$ cat config.mk
export PLATFORM = sky130hd
export DESIGN_NAME = gray_seq_monitor_flat
export DESIGN_NICKNAME = d
export VERILOG_FILES = /design/src/rtl/gray_seq_monitor_if.sv /design/src/rtl/gray_seq_monitor.sv /design/src/flat_wrapper.sv
export SDC_FILE = /design/constraint.sdc
export NUM_CORES = 1
export LEC_CHECK = 0
export ABC_CLOCK_PERIOD_IN_PS = 2900
export BUFFER_PORTS_ARGS = -buffer_cell sky130_fd_sc_hd__buf_4
export CORE_UTILIZATION = 45
export DETAILED_ROUTE_END_ITERATION = 7
export PLACE_DENSITY_LB_ADDON = 0.3
export SYNTH_ARGS = -nofsm -noshare
export SYNTH_HDL_FRONTEND = slang
export SYNTH_SLANG_ARGS = --single-unit
$ cat constraint.sdc
create_clock -name clk -period 2.9 [get_ports clk]
set_input_delay 0.29 -clock clk [delete_from_list [all_inputs] [get_ports clk]]
set_output_delay 0.29 -clock clk [all_outputs]
set_load 0.01 [all_outputs]
$ cat src/rtl/gray_seq_monitor_if.sv
// gray_seq_monitor_if: sample stream in, validated binary position and integrity status out
interface gray_seq_monitor_if #(
  parameter int W = 4,
  parameter int CNT_W = 8
);
  logic             in_valid;
  logic [W-1:0]     grey_in;
  logic             clear_err;
  logic [W-1:0]     bin_out;
  logic             bin_valid;
  logic             step_ok;
  logic             step_err;
  logic             dir;
  logic             locked;
  logic             fault;
  logic [CNT_W-1:0] err_count;
  modport master (
    output in_valid, grey_in, clear_err,
    input  bin_out, bin_valid, step_ok, step_err, dir, locked, fault, err_count
  );
  modport slave (
    input  in_valid, grey_in, clear_err,
    output bin_out, bin_valid, step_ok, step_err, dir, locked, fault, err_count
  );
endinterface

$ cat src/rtl/gray_seq_monitor.sv
// gray_seq_monitor: converts gray samples to binary, classifies transitions, tracks lock and error counts
module gray_seq_monitor #(
  parameter int W = 4,
  parameter int ACQ_STEPS = 2,
  parameter int ERR_LIMIT = 3,
  parameter int CNT_W = 8
) (
  input logic clk,
  input logic rst,
  gray_seq_monitor_if.slave bus
);
  localparam logic [1:0] IDLE = 2'd0, ACQ = 2'd1, LOCKED = 2'd2, FAULT = 2'd3;
  localparam int GW = $clog2(ACQ_STEPS + 1);
  localparam int EW = $clog2(ERR_LIMIT + 1);
  localparam logic [GW-1:0] ACQ_N = GW'(ACQ_STEPS);
  localparam logic [EW-1:0] ERR_N = EW'(ERR_LIMIT);
  function automatic logic [W-1:0] g2b(input logic [W-1:0] g);
    logic [W-1:0] b;
    b[W-1] = g[W-1];
    for (int i = W - 2; i >= 0; i--) b[i] = b[i+1] ^ g[i];
    return b;
  endfunction
  logic [1:0]       state_q, state_d;
  logic [W-1:0]     prev_g_q, bin_out_q, bin_new, diff;
  logic [GW-1:0]    good_q, good_d;
  logic [EW-1:0]    cerr_q, cerr_d;
  logic [CNT_W-1:0] err_q, err_d;
  logic             bin_valid_q, step_ok_q, step_err_q, dir_q;
  logic             is_step, is_err, up;
  always_comb begin
    bin_new = g2b(bus.grey_in);
    diff    = bus.grey_in ^ prev_g_q;
    is_step = bus.in_valid && state_q != IDLE && $countones(diff) == 1;
    is_err  = bus.in_valid && state_q != IDLE && $countones(diff) > 1;
    up      = bin_new == g2b(prev_g_q) + W'(1);
    err_d   = bus.clear_err ? '0 : (is_err && !(&err_q)) ? err_q + 1'b1 : err_q;
    state_d = state_q;
    good_d  = good_q;
    cerr_d  = cerr_q;
    case (state_q)
      IDLE:   state_d = bus.in_valid ? ACQ : IDLE;
      ACQ: begin
        good_d  = is_err ? '0 : is_step ? good_q + 1'b1 : good_q;
        state_d = good_d == ACQ_N ? LOCKED : ACQ;
      end
      LOCKED: begin
        cerr_d  = is_step ? '0 : is_err ? cerr_q + 1'b1 : cerr_q;
        state_d = cerr_d == ERR_N ? FAULT : LOCKED;
      end
      default: state_d = bus.clear_err ? ACQ : FAULT;
    endcase
    // every state entry starts both run counters from zero
    if (state_d != state_q) begin
      good_d = '0;
      cerr_d = '0;
    end
  end
  always_ff @(posedge clk) begin
    if (rst) begin
      state_q     <= IDLE;
      prev_g_q    <= '0;
      bin_out_q   <= '0;
      good_q      <= '0;
      cerr_q      <= '0;
      err_q       <= '0;
      bin_valid_q <= 1'b0;
      step_ok_q   <= 1'b0;
      step_err_q  <= 1'b0;
      dir_q       <= 1'b0;
    end else begin
      state_q     <= state_d;
      good_q      <= good_d;
      cerr_q      <= cerr_d;
      err_q       <= err_d;
      bin_valid_q <= bus.in_valid;
      step_ok_q   <= is_step;
      step_err_q  <= is_err;
      if (bus.in_valid) begin
        prev_g_q  <= bus.grey_in;
        bin_out_q <= bin_new;
      end
      if (is_step) dir_q <= up;
    end
  end
  assign bus.bin_out   = bin_out_q;
  assign bus.bin_valid = bin_valid_q;
  assign bus.step_ok   = step_ok_q;
  assign bus.step_err  = step_err_q;
  assign bus.dir       = dir_q;
  assign bus.locked    = state_q == LOCKED;
  assign bus.fault     = state_q == FAULT;
  assign bus.err_count = err_q;
endmodule

$ cat src/flat_wrapper.sv
// flat-port wrapper written by rule: the top's interface ports become plain ports
module gray_seq_monitor_flat 
#(
  parameter int W = 4,
  parameter int ACQ_STEPS = 2,
  parameter int ERR_LIMIT = 3,
  parameter int CNT_W = 8
)
  (clk, rst, bus_in_valid, bus_grey_in, bus_clear_err, bus_bin_out, bus_bin_valid, bus_step_ok, bus_step_err, bus_dir, bus_locked, bus_fault, bus_err_count);
  gray_seq_monitor_if #(.W(W), .CNT_W(CNT_W)) bus_i ();
  input logic clk;
  input logic rst;
  input wire logic [$bits(bus_i.in_valid)-1:0] bus_in_valid;
  input wire logic [$bits(bus_i.grey_in)-1:0] bus_grey_in;
  input wire logic [$bits(bus_i.clear_err)-1:0] bus_clear_err;
  output wire logic [$bits(bus_i.bin_out)-1:0] bus_bin_out;
  output wire logic [$bits(bus_i.bin_valid)-1:0] bus_bin_valid;
  output wire logic [$bits(bus_i.step_ok)-1:0] bus_step_ok;
  output wire logic [$bits(bus_i.step_err)-1:0] bus_step_err;
  output wire logic [$bits(bus_i.dir)-1:0] bus_dir;
  output wire logic [$bits(bus_i.locked)-1:0] bus_locked;
  output wire logic [$bits(bus_i.fault)-1:0] bus_fault;
  output wire logic [$bits(bus_i.err_count)-1:0] bus_err_count;
  assign bus_i.in_valid = bus_in_valid;
  assign bus_i.grey_in = bus_grey_in;
  assign bus_i.clear_err = bus_clear_err;
  assign bus_bin_out = bus_i.bin_out;
  assign bus_bin_valid = bus_i.bin_valid;
  assign bus_step_ok = bus_i.step_ok;
  assign bus_step_err = bus_i.step_err;
  assign bus_dir = bus_i.dir;
  assign bus_locked = bus_i.locked;
  assign bus_fault = bus_i.fault;
  assign bus_err_count = bus_i.err_count;
  gray_seq_monitor #(.W(W), .ACQ_STEPS(ACQ_STEPS), .ERR_LIMIT(ERR_LIMIT), .CNT_W(CNT_W)) u_core (.clk(clk), .rst(rst), .bus(bus_i));
endmodule
Word level (Yosys, flattened, before mapping)
Cells that the tools add are included.
{"block": "word_totals", "elab_cells": 52, "ff_bits": 26}
{"block": "op_classes", "reduce_logical": 10, "mux": 9, "n_addsub": 7, "n_eq_ne": 8, "bitwise_logic": 7, "n_lt_le_gt_ge": 1}
{"operator": "32-bit adder", "count": 1}
{"operator": "32-bit by 2-bit == test with 1-bit output, second input constant", "count": 1}
{"operator": "32-bit by 2-bit > comparator with 1-bit output, second input constant", "count": 1}
{"operator": "2-bit two-way mux", "count": 6}
{"operator": "8-bit by 1-bit adder with 8-bit output, second input constant", "count": 1}
{"operator": "2-bit == test, second input constant", "count": 4}
{"operator": "8-bit AND reduction", "count": 1}
{"operator": "2-bit case mux with 3 select lines", "count": 1}
{"operator": "1-bit XOR", "count": 6}
{"operator": "1-bit by 1-bit adder with 2-bit output", "count": 2}
{"operator": "2-bit by 1-bit adder with 2-bit output, second input constant", "count": 2}
{"operator": "4-bit by 1-bit adder with 4-bit output, second input constant", "count": 1}
{"operator": "4-bit == test", "count": 1}
{"operator": "1-bit logical AND", "count": 4}
{"operator": "2-bit OR reduction", "count": 2}
{"operator": "4-bit XOR", "count": 1}
{"operator": "2-bit by 1-bit == test with 1-bit output, second input constant", "count": 1}
{"operator": "2-bit zero test", "count": 1}
{"operator": "1-bit two-way mux", "count": 2}
{"operator": "2-bit inequality test", "count": 1}
{"operator": "2-bit nonzero test", "count": 1}
{"operator": "1-bit zero test", "count": 1}

Longest topological paths before layout
Gate-level depths: netlist (run 1).
{"block": "logic_depth", "word_depth": 12, "mapped_depth": 10, "depth_no_buf": 8}

Worst setup path after synthesis (run 1)
Ideal clock, no wire load.
{"block": "synth_timing", "kind": "input-to-reg", "startpoint": "in bus_grey_in[1]", "endpoint": "reg u_core.dir_q (netlist: u_core.bus.dir)", "required_ps": 2804, "path_buffers": 2, "arrival_ps": 2587, "stages": 10, "setup_slack_ps": 217, "path_cell_list": "clkbuf_1 -> xor2_1 -> ha_1 -> ha_1 -> fa_1 -> buf_2 -> and4bb_2 -> o21ai_1 -> or3_1 -> o41ai_2"}
{"block": "synth_via", "elab_chain_cells": 5}
{"item": "from (decl)", "line": "flat_wrapper.sv:14", "text": "input wire logic [$bits(bus_i.grey_in)-1:0] bus_grey_in;"}
{"item": "4-bit XOR", "line": "gray_seq_monitor.sv:32", "text": "diff = bus.grey_in ^ prev_g_q;"}
{"item": "1-bit by 1-bit adder with 2-bit output (implied by the code)", "line": "gray_seq_monitor.sv:33", "text": "is_step = bus.in_valid && state_q != IDLE && $countones(diff) == 1;"}
{"item": "32-bit adder (implied by the code)", "line": "gray_seq_monitor.sv:33"}
{"item": "32-bit by 2-bit == test with 1-bit output", "line": "gray_seq_monitor.sv:33"}
{"item": "1-bit logical AND", "line": "gray_seq_monitor.sv:33"}
{"item": "to (signal assigned)", "line": "gray_seq_monitor.sv:82", "text": "if (is_step) dir_q <= up;"}
{"item": "to (decl)", "line": "gray_seq_monitor.sv:28", "text": "logic bin_valid_q, step_ok_q, step_err_q, dir_q;"}
Several ways; a longest one is shown, not always the timed one.
A chain may end at the register's enable or synchronous reset.

==> implementation parameters, run 1 <==
Parameter                              Value

Setup path
  Worst R2R End ... u_core.bus.dir$_SDFFE_PP0P_
  Worst R2R Setup Slack ... around 0.14 ns
  Worst path required time ... between 3 and 4 ns
  Critical Path Source Type ... flip-flop
  Type of destination of the critical path ... flip-flop
  Critical Path Source ... u_core.bus.bin_out[3]$_SDFFE_PP0P_
  Worst-path fanout max ... 10
  Arrival time at the worst endpoint ... between 2 and 3 ns
  Worst R2R Path Depth ... 8
  Worst reg2reg startpoint ... u_core.bus.bin_out[3]$_SDFFE_PP0P_
  Path type of the worst setup path ... reg -> reg

Run status
  Status ... finished, final reports clean

Routing
  Antenna-violating nets left ... 0
  First-pass iteration count of the detailed router ... 4
  Detailed router's first-iteration violation count ... 77
  Number of remaining DRC errors ... 0
  Via count ... between 1000 and 1500
  Total routed wirelength ... between 3 and 4 mm
  Average wire per cell in the routed design ... 13.0 um
  Detail-routed via count per cell ... about 5.5

CTS
  Clk Tree Root Cell ... sky130_fd_sc_hd__clkbuf_4
  Count of hold buffers inserted by post-cts repair ... 0
  H-tree depth reported by CTS ... 1
  Buffer depth of the longest clock path ... 2
  Total clock buffers created by CTS ... 3
  Register clock-pin slew on the reported worst setup and hold paths ... around 0.14 ns
  Clock tree from TritonCTS ... done
  Later-pin clock latency in the skew report ... between 0.3 and 0.4 ns
  Post-CTS Setup Repair Bufs ... 0
  Number of clock sinks ... 25

Global route
  Number of antenna violations at the first check in global routing ... 0
  Wire length of the first global-routing pass ... slightly above 5 mm
  GRT Overall Usage ... 0.186
  Vias in the first global route ... 1133
  Maximum number of pins on one net before global-route repair ... 21
  Overflow left after global routing ... 0

Die
  Die area ... ~3500 sq um
  Placeable core region ... 3080 sq um
  Ports ... 26
  # rows ... 20
  Width of the die ... between 50 and 60 um
  Die boundary height ... between 50 and 60 um
  Initial core utilization ... 0.476

Worst hold path
  Hold wc startpoint ... bus_grey_in[2]
  Hold Path End ... u_core.prev_g_q[2]$_SDFFE_PP0P_
  Min-delay worst type ... in -> reg
  Instance count along the most critical hold path ... 3

Synth
  Netlist Area Pre-Place ... 1470 sq um
  Share of async-settable or async-resettable flops after synthesis ... 0
  Most numerous cell in the Yosys netlist ... sky130_fd_sc_hd__nor2_1
  Top flip-flop cell by instance count after synthesis ... sky130_fd_sc_hd__dfxtp_1
  Register bit count reported by yosys ... 25
  Number of enable-type register cells in the synthesized netlist ... 0
  Number of distinct library cell variants in the gate-level netlist after synthesis ... 45
  Dominant cell type by area after synthesis ... sky130_fd_sc_hd__dfxtp_1
  Area fraction of the dominant cell type after synthesis ... 0.342
  Proportion of synthesized chip area in sequential cells ... 0.342
  Yosys warning total ... 0
  Avg Cell Area, Syn ... 8.42 sq um
  Nets in the synthesized netlist ... approximately 190
  Top post-synthesis cells by count ... 26 x sky130_fd_sc_hd__nor2_1, 25 x sky130_fd_sc_hd__dfxtp_1, 9 x sky130_fd_sc_hd__nand2_1, 8 x sky130_fd_sc_hd__xnor2_1
  Largest cells by area after synthesis ... sky130_fd_sc_hd__dfxtp_1 34%, sky130_fd_sc_hd__nor2_1 6.7%, sky130_fd_sc_hd__xnor2_1 4.8%, sky130_fd_sc_hd__ha_1 4.3%, sky130_fd_sc_hd__mux2i_1 4.1%
  Post-synthesis cell count ... 174

Job
  Max-cap violations ... 0

Finish
  Fillers ... between 200 and 300
  Inserted Diodes ... 0
  Growth of design area from synthesis to finish ... 16.1%
  Final cell utilization of the core ... 0.553
  Post-Layout Cell Count ... between 200 and 250
  Share of post-route cells with drive strength above 1 ... 0.212
  Final nets ... between 200 and 250

Timing
  Max Clock Freq ... 0.363 GHz
  Worst clock skew ... between 0.004 and 0.005 ns
  Post-route fraction of the period consumed by the critical path ... 0.951
  Worst hold margin ... 0.232 ns
  Number of setup violations in the final report ... 0
  Clock period minus final worst setup slack ... roughly 2.8 ns
  Worst slew slack as a fraction of its limit ... 0.658
  Number of hold violations in the final report ... 0
  Total count of max-transition violations in the final report ... 0
  Unrepaired setup endpoints after global routing ... false
  Sum Neg Setup Slack ... 0 ns
  Slew at the pin closest to its max-slew limit ... between 0.5 and 0.6 ns

Placement
  Number of placed cells counting well taps ... between 200 and 250
  Port bufs ... 25
  Final GP Congestion ... 0.812
  HPWL reported at the end of detailed placement ... 2.30 mm

Power
  Largest vdd supply drop ... about 0.25 mV
  Standby leakage power ... between 0.7 and 0.8 nW
  Power density normalized to cell area ... between 400 and 500 nW/um^2
==> kinds of logic (layout without fill, tap and decap cells) <==
logic type	count (synthesis)	after routing	share of synthesized area
AND/OR/NAND/NOR	64	64	0.214
adder cells (fa/ha/maj)	6	6	0.0564
multiplexers	6	6	0.0410
AO/OA/AOI/OAI	40	40	0.208
XOR/XNOR	14	14	0.0837
buffers and inverters	19	38	0.0555
flip-flops	25	25	0.342
==> layer usage <==
layer | part of all wire | track usage | wire [um] | vias up
li1 | - | - | - | 664
met2 | 0.44 | 0.281 | 1370 | 34
met4 | 0.015 | 0.0544 | 46 | 0
met1 | 0.51 | 0.273 | 1560 | 600
met5 | 0 | 0 | 0 | -
met3 | 0.034 | 0.0262 | 104 | 8
==> where the power goes <==
part	internal (mW)	switching [mW]
clock	0.0526	0.110
sequential	0.356	0.0139
combinational	0.0965	0.118
total	0.505	0.242
==> placed cells by master (no fill, tap or decap), types with 2 or more instances in the layout <==
cell type | synthesis | layout
sky130_fd_sc_hd__mux2i_1 | 6 | 6
sky130_fd_sc_hd__nor3_1 | 6 | 6
sky130_fd_sc_hd__nand2_1 | 9 | 9
sky130_fd_sc_hd__nand3_1 | 7 | 7
sky130_fd_sc_hd__buf_4 | 1 | 27
sky130_fd_sc_hd__a21oi_1 | 6 | 6
sky130_fd_sc_hd__xor2_1 | 6 | 6
sky130_fd_sc_hd__o211ai_1 | 5 | 5
sky130_fd_sc_hd__xnor2_1 | 8 | 8
sky130_fd_sc_hd__nor2_1 | 26 | 26
sky130_fd_sc_hd__dfxtp_1 | 25 | 24
sky130_fd_sc_hd__o21ai_0 | 3 | 3
sky130_fd_sc_hd__nand3b_1 | 2 | 2
sky130_fd_sc_hd__a211oi_1 | 6 | 6
sky130_fd_sc_hd__or2_2 | 2 | 2
sky130_fd_sc_hd__inv_1 | 7 | 7
sky130_fd_sc_hd__clkbuf_4 | 0 | 3
sky130_fd_sc_hd__and3_1 | 2 | 2
sky130_fd_sc_hd__ha_1 | 5 | 5
sky130_fd_sc_hd__a31oi_1 | 2 | 2
sky130_fd_sc_hd__o21a_1 | 3 | 3
sky130_fd_sc_hd__or3_1 | 3 | 3
sky130_fd_sc_hd__a22oi_1 | 2 | 2
==> timing repair <==
action / 4_1_cts / 5_1_grt
setup endpoints to repair: 1 / 6
gates resized for setup: 1 / 1
endpoints found under the hold margin: 0 / 0
==> metrics by stage <==
stage | instance area (sq um) | total power [mW] | worst slack [ns]
2_1_floorplan | 1470 | 0.535 | 0.217
3_3_place_gp | 1670 | 0.579 | 0.153
3_5_place_dp | 1670 | 0.586 | 0.0192
4_1_cts | 1700 | 0.751 | 0.0505
5_1_grt | 1700 | 0.797 | 0.0199
6_report | 1700 | 0.748 | 0.143
==> worst max-delay path, cell delays in order (launching register included) <==
cell and delay [ns]:
sky130_fd_sc_hd__dfxtp_2 0.40, sky130_fd_sc_hd__xor2_1 0.23, sky130_fd_sc_hd__ha_1 0.28, sky130_fd_sc_hd__ha_1 0.21, sky130_fd_sc_hd__fa_2 0.50, sky130_fd_sc_hd__and4bb_2 0.36
sky130_fd_sc_hd__o21ai_1 0.10, sky130_fd_sc_hd__or3_1 0.38, sky130_fd_sc_hd__o41ai_2 0.20
==> worst max-delay path by stage <==
stage / end / slack [ns] / cells after the start
finish: u_core.bus.dir$_SDFFE_PP0P_ / 0.14 / 8
global route: u_core.bus.dir$_SDFFE_PP0P_ / 0.02 / 8
CTS: u_core.bus.dir$_SDFFE_PP0P_ / 0.05 / 8
detailed placement: u_core.bus.dir$_SDFFE_PP0P_ / 0.02 / 8
global placement: u_core.bus.dir$_SDFFE_PP0P_ / 0.15 / 9
floorplan: u_core.bus.dir$_SDFFE_PP0P_ / 0.22 / 10
==> layout make-up <==
type                            instances  area, sq um  area share
Timing Repair Buffer                   27          203       0.119
Sequential cell                        25          502       0.295
Tap cell                               44         55.1      0.0324
Inverter                                7         26.3      0.0154
Clock buffer                            3         22.5      0.0132
Multi-Input combinational cell        130          886       0.521
Clock inverter                          1         7.51     0.00441
==> sequential cells by signal (all words and copies together) (netlist names) <==
name / count
u_core.cerr_q: 2
u_core.bus.dir: 1
u_core.prev_g_q: 3
u_core.bus.step_err: 1
u_core.bus.step_ok: 1
u_core.bus.err_count: 8
u_core.state_q: 2
u_core.bus.bin_valid: 1
u_core.good_q: 2
u_core.bus.bin_out: 4
Power figures use the tool's default switching activity.
==> run 2, diff against run 1 <==
- CTS_BUF_LIST: unset -> sky130_fd_sc_hd__clkbuf_8
==> run 2 against run 1 <==
  * Global-route usage grew 0.18 points
  * Critical path depth is the same
  * Clock-buffer cell count is the same
  * Sequential power is essentially flat
  * Clock power grew 29%
  * Total power grew 6.7%
  * Sequential share of layout area shrank 0.50 points
  * Core utilization grew 0.81 points
  * Critical path type unchanged
  * Largest power group unchanged
==> implementation parameters, run 2 (same netlist as run 1, synthesis figures left out) <==
Parameter                              Value

Job
  Max-cap violations ... 0

Finish
  Growth of design area from synthesis to finish ... 17.8%
  Most common cell after layout, fill and taps aside ... sky130_fd_sc_hd__buf_4
  Flip-flop count of the largest register after layout ... 8
  Share of post-route cells with drive strength above 1 ... 0.212
  Final cell utilization of the core ... 0.561
  Top library cells by usage in the layout, fill and taps aside ... 27 x sky130_fd_sc_hd__buf_4, 26 x sky130_fd_sc_hd__nor2_1, 25 x sky130_fd_sc_hd__dfxtp_1
  Inserted Diodes ... 0
  Final nets ... about 210

Placement
  HPWL reported at the end of detailed placement ... approximately 2.3 mm
  Final GP Congestion ... about 0.8
  Port bufs ... 25
  Worst setup slack after placement ... roughly 0.019 ns

Timing
  Worst slew slack as a fraction of its limit ... 0.659
  Worst clock skew ... between 0.006 and 0.007 ns
  Max Clock Freq ... between 0.3 and 0.4 GHz
  Number of setup violations in the final report ... 0
  Number of hold violations in the final report ... 0
  Final WS setup ... 0.136 ns
  Slew at the pin closest to its max-slew limit ... around 0.51 ns
  Total count of max-transition violations in the final report ... 0
  Post-route fraction of the period consumed by the critical path ... 0.953
  Sum Neg Setup Slack ... 0 ns
  Clock period minus final worst setup slack ... around 2.8 ns
  Unrepaired setup endpoints after global routing ... false

Setup path
  Worst R2R Path Depth ... 8
  Worst-path fanout max ... 10
  Type of destination of the critical path ... flip-flop
  Path type of the worst setup path ... reg -> reg
  Critical Path Source Type ... flip-flop
  Arrival time at the worst endpoint ... between 2 and 3 ns
  Worst path required time ... around 3 ns

CTS
  H-tree depth reported by CTS ... 1
  Later-pin clock latency in the skew report ... approximately 0.27 ns
  Clk Tree Root Cell ... sky130_fd_sc_hd__clkbuf_8
  Clock tree from TritonCTS ... done
  Number of clock sinks ... 25
  Count of hold buffers inserted by post-cts repair ... 0
  Total clock buffers created by CTS ... 3
  Register clock-pin slew on the reported worst setup and hold paths ... about 0.09 ns
  Buffer depth of the longest clock path ... 2

Global route
  GRT Overall Usage ... 0.188
  Vias in the first global route ... roughly 1100
  Number of antenna violations at the first check in global routing ... 0
  Overflow left after global routing ... 0
  Maximum number of pins on one net before global-route repair ... 21
  Wire length of the first global-routing pass ... approximately 5.1 mm

Die
  Width of the die ... 59.1 um
  Placeable core region ... 3080 sq um
  Initial core utilization ... 0.476
  # rows ... 20
  Die boundary height ... roughly 59 um
  Ports ... 26
  Die area ... approximately 3500 sq um

Worst hold path
  Instance count along the most critical hold path ... 3
  Min-delay worst type ... in -> reg

Routing
  Number of remaining DRC errors ... 0
  Total routed wirelength ... between 3 and 4 mm
  Detailed router's first-iteration violation count ... 73
  Average wire per cell in the routed design ... roughly 13 um
  First-pass iteration count of the detailed router ... 4
  Antenna-violating nets left ... 0
  Detail-routed via count per cell ... approximately 5.5
  Via count ... ~1300

Power
  Power density normalized to cell area ... around 460 nW/um^2
  Standby leakage power ... approximately 0.71 nW
  Largest vdd supply drop ... roughly 0.28 mV

Run status
  Status ... finished, final reports clean
## run 2: cell counts in the layout (fill, tap and decap cells not counted)
Identical to the previous run, type by type.
## run 2: timing repair
| item | in CTS | in global routing |
|---|---|---|
| setup buffers | 0 | 0 |
| gates resized for setup | 0 | 2 |
| endpoints found under the setup margin | 0 | 9 |
## run 2: through the flow
stage | std cells | hold WS [ns] | power (mW) | cell area [sq um]
2_1_floorplan | 174 | 0.363 | 0.535 | 1470
3_3_place_gp | 233 | 0.475 | 0.579 | 1670
3_5_place_dp | 233 | 0.479 | 0.586 | 1670
4_1_cts | 237 | 0.288 | 0.798 | 1720
5_1_grt | 237 | 0.314 | 0.846 | 1730
6_report | 237 | 0.291 | 0.798 | 1730
## run 2: critical path, cell delays in order (launching register included)
cell and delay, ns:
sky130_fd_sc_hd__dfxtp_1 0.46, sky130_fd_sc_hd__xor2_2 0.19, sky130_fd_sc_hd__ha_1 0.26, sky130_fd_sc_hd__ha_1 0.21, sky130_fd_sc_hd__fa_2 0.50, sky130_fd_sc_hd__and4bb_2 0.36, sky130_fd_sc_hd__o21ai_1 0.10, sky130_fd_sc_hd__or3_1 0.38
sky130_fd_sc_hd__o41ai_2 0.20
## run 2: worst paths after layout
check,startpoint,end,slack [ns]
min reg2reg,u_core.bus.bin_out[2]$_SDFFE_PP0P_,u_core.bus.bin_out[2]$_SDFFE_PP0P_,0.49
min,bus_grey_in[2],u_core.prev_g_q[2]$_SDFFE_PP0P_,0.29
max,u_core.bus.bin_out[3]$_SDFFE_PP0P_,u_core.bus.dir$_SDFFE_PP0P_,0.14
max reg2reg,u_core.bus.bin_out[3]$_SDFFE_PP0P_,u_core.bus.dir$_SDFFE_PP0P_,0.14
## run 2: area by class of cell
type | instances | area [sq um]
fillers | 283 | 1350
well taps | 44 | 55.1
flip-flops and latches | 25 | 500
clock buffers | 3 | 41.3
clock inverters | 1 | 7.51
multi-input cells | 130 | 893
repair buffers | 27 | 203
inverters | 7 | 26.3
## run 2: metal layers
| layer | track usage | up-vias | share of wire |
|---|---|---|---|
| met1 | 0.273 | 602 | 0.51 |
| met3 | 0.0262 | 8 | 0.036 |
| met4 | 0.0544 | 0 | 0.014 |
| li1 | - | 666 | - |
| met5 | 0 | - | 0 |
| met2 | 0.287 | 32 | 0.44 |
## run 2: report_power, final
| group | switching (mW) | internal (mW) | total [mW] |
|---|---|---|---|
| combinational | 0.120 | 0.0974 | 0.217 |
| clock | 0.114 | 0.0973 | 0.211 |
| sequential | 0.0143 | 0.356 | 0.370 |
| total | 0.248 | 0.550 | 0.798 |
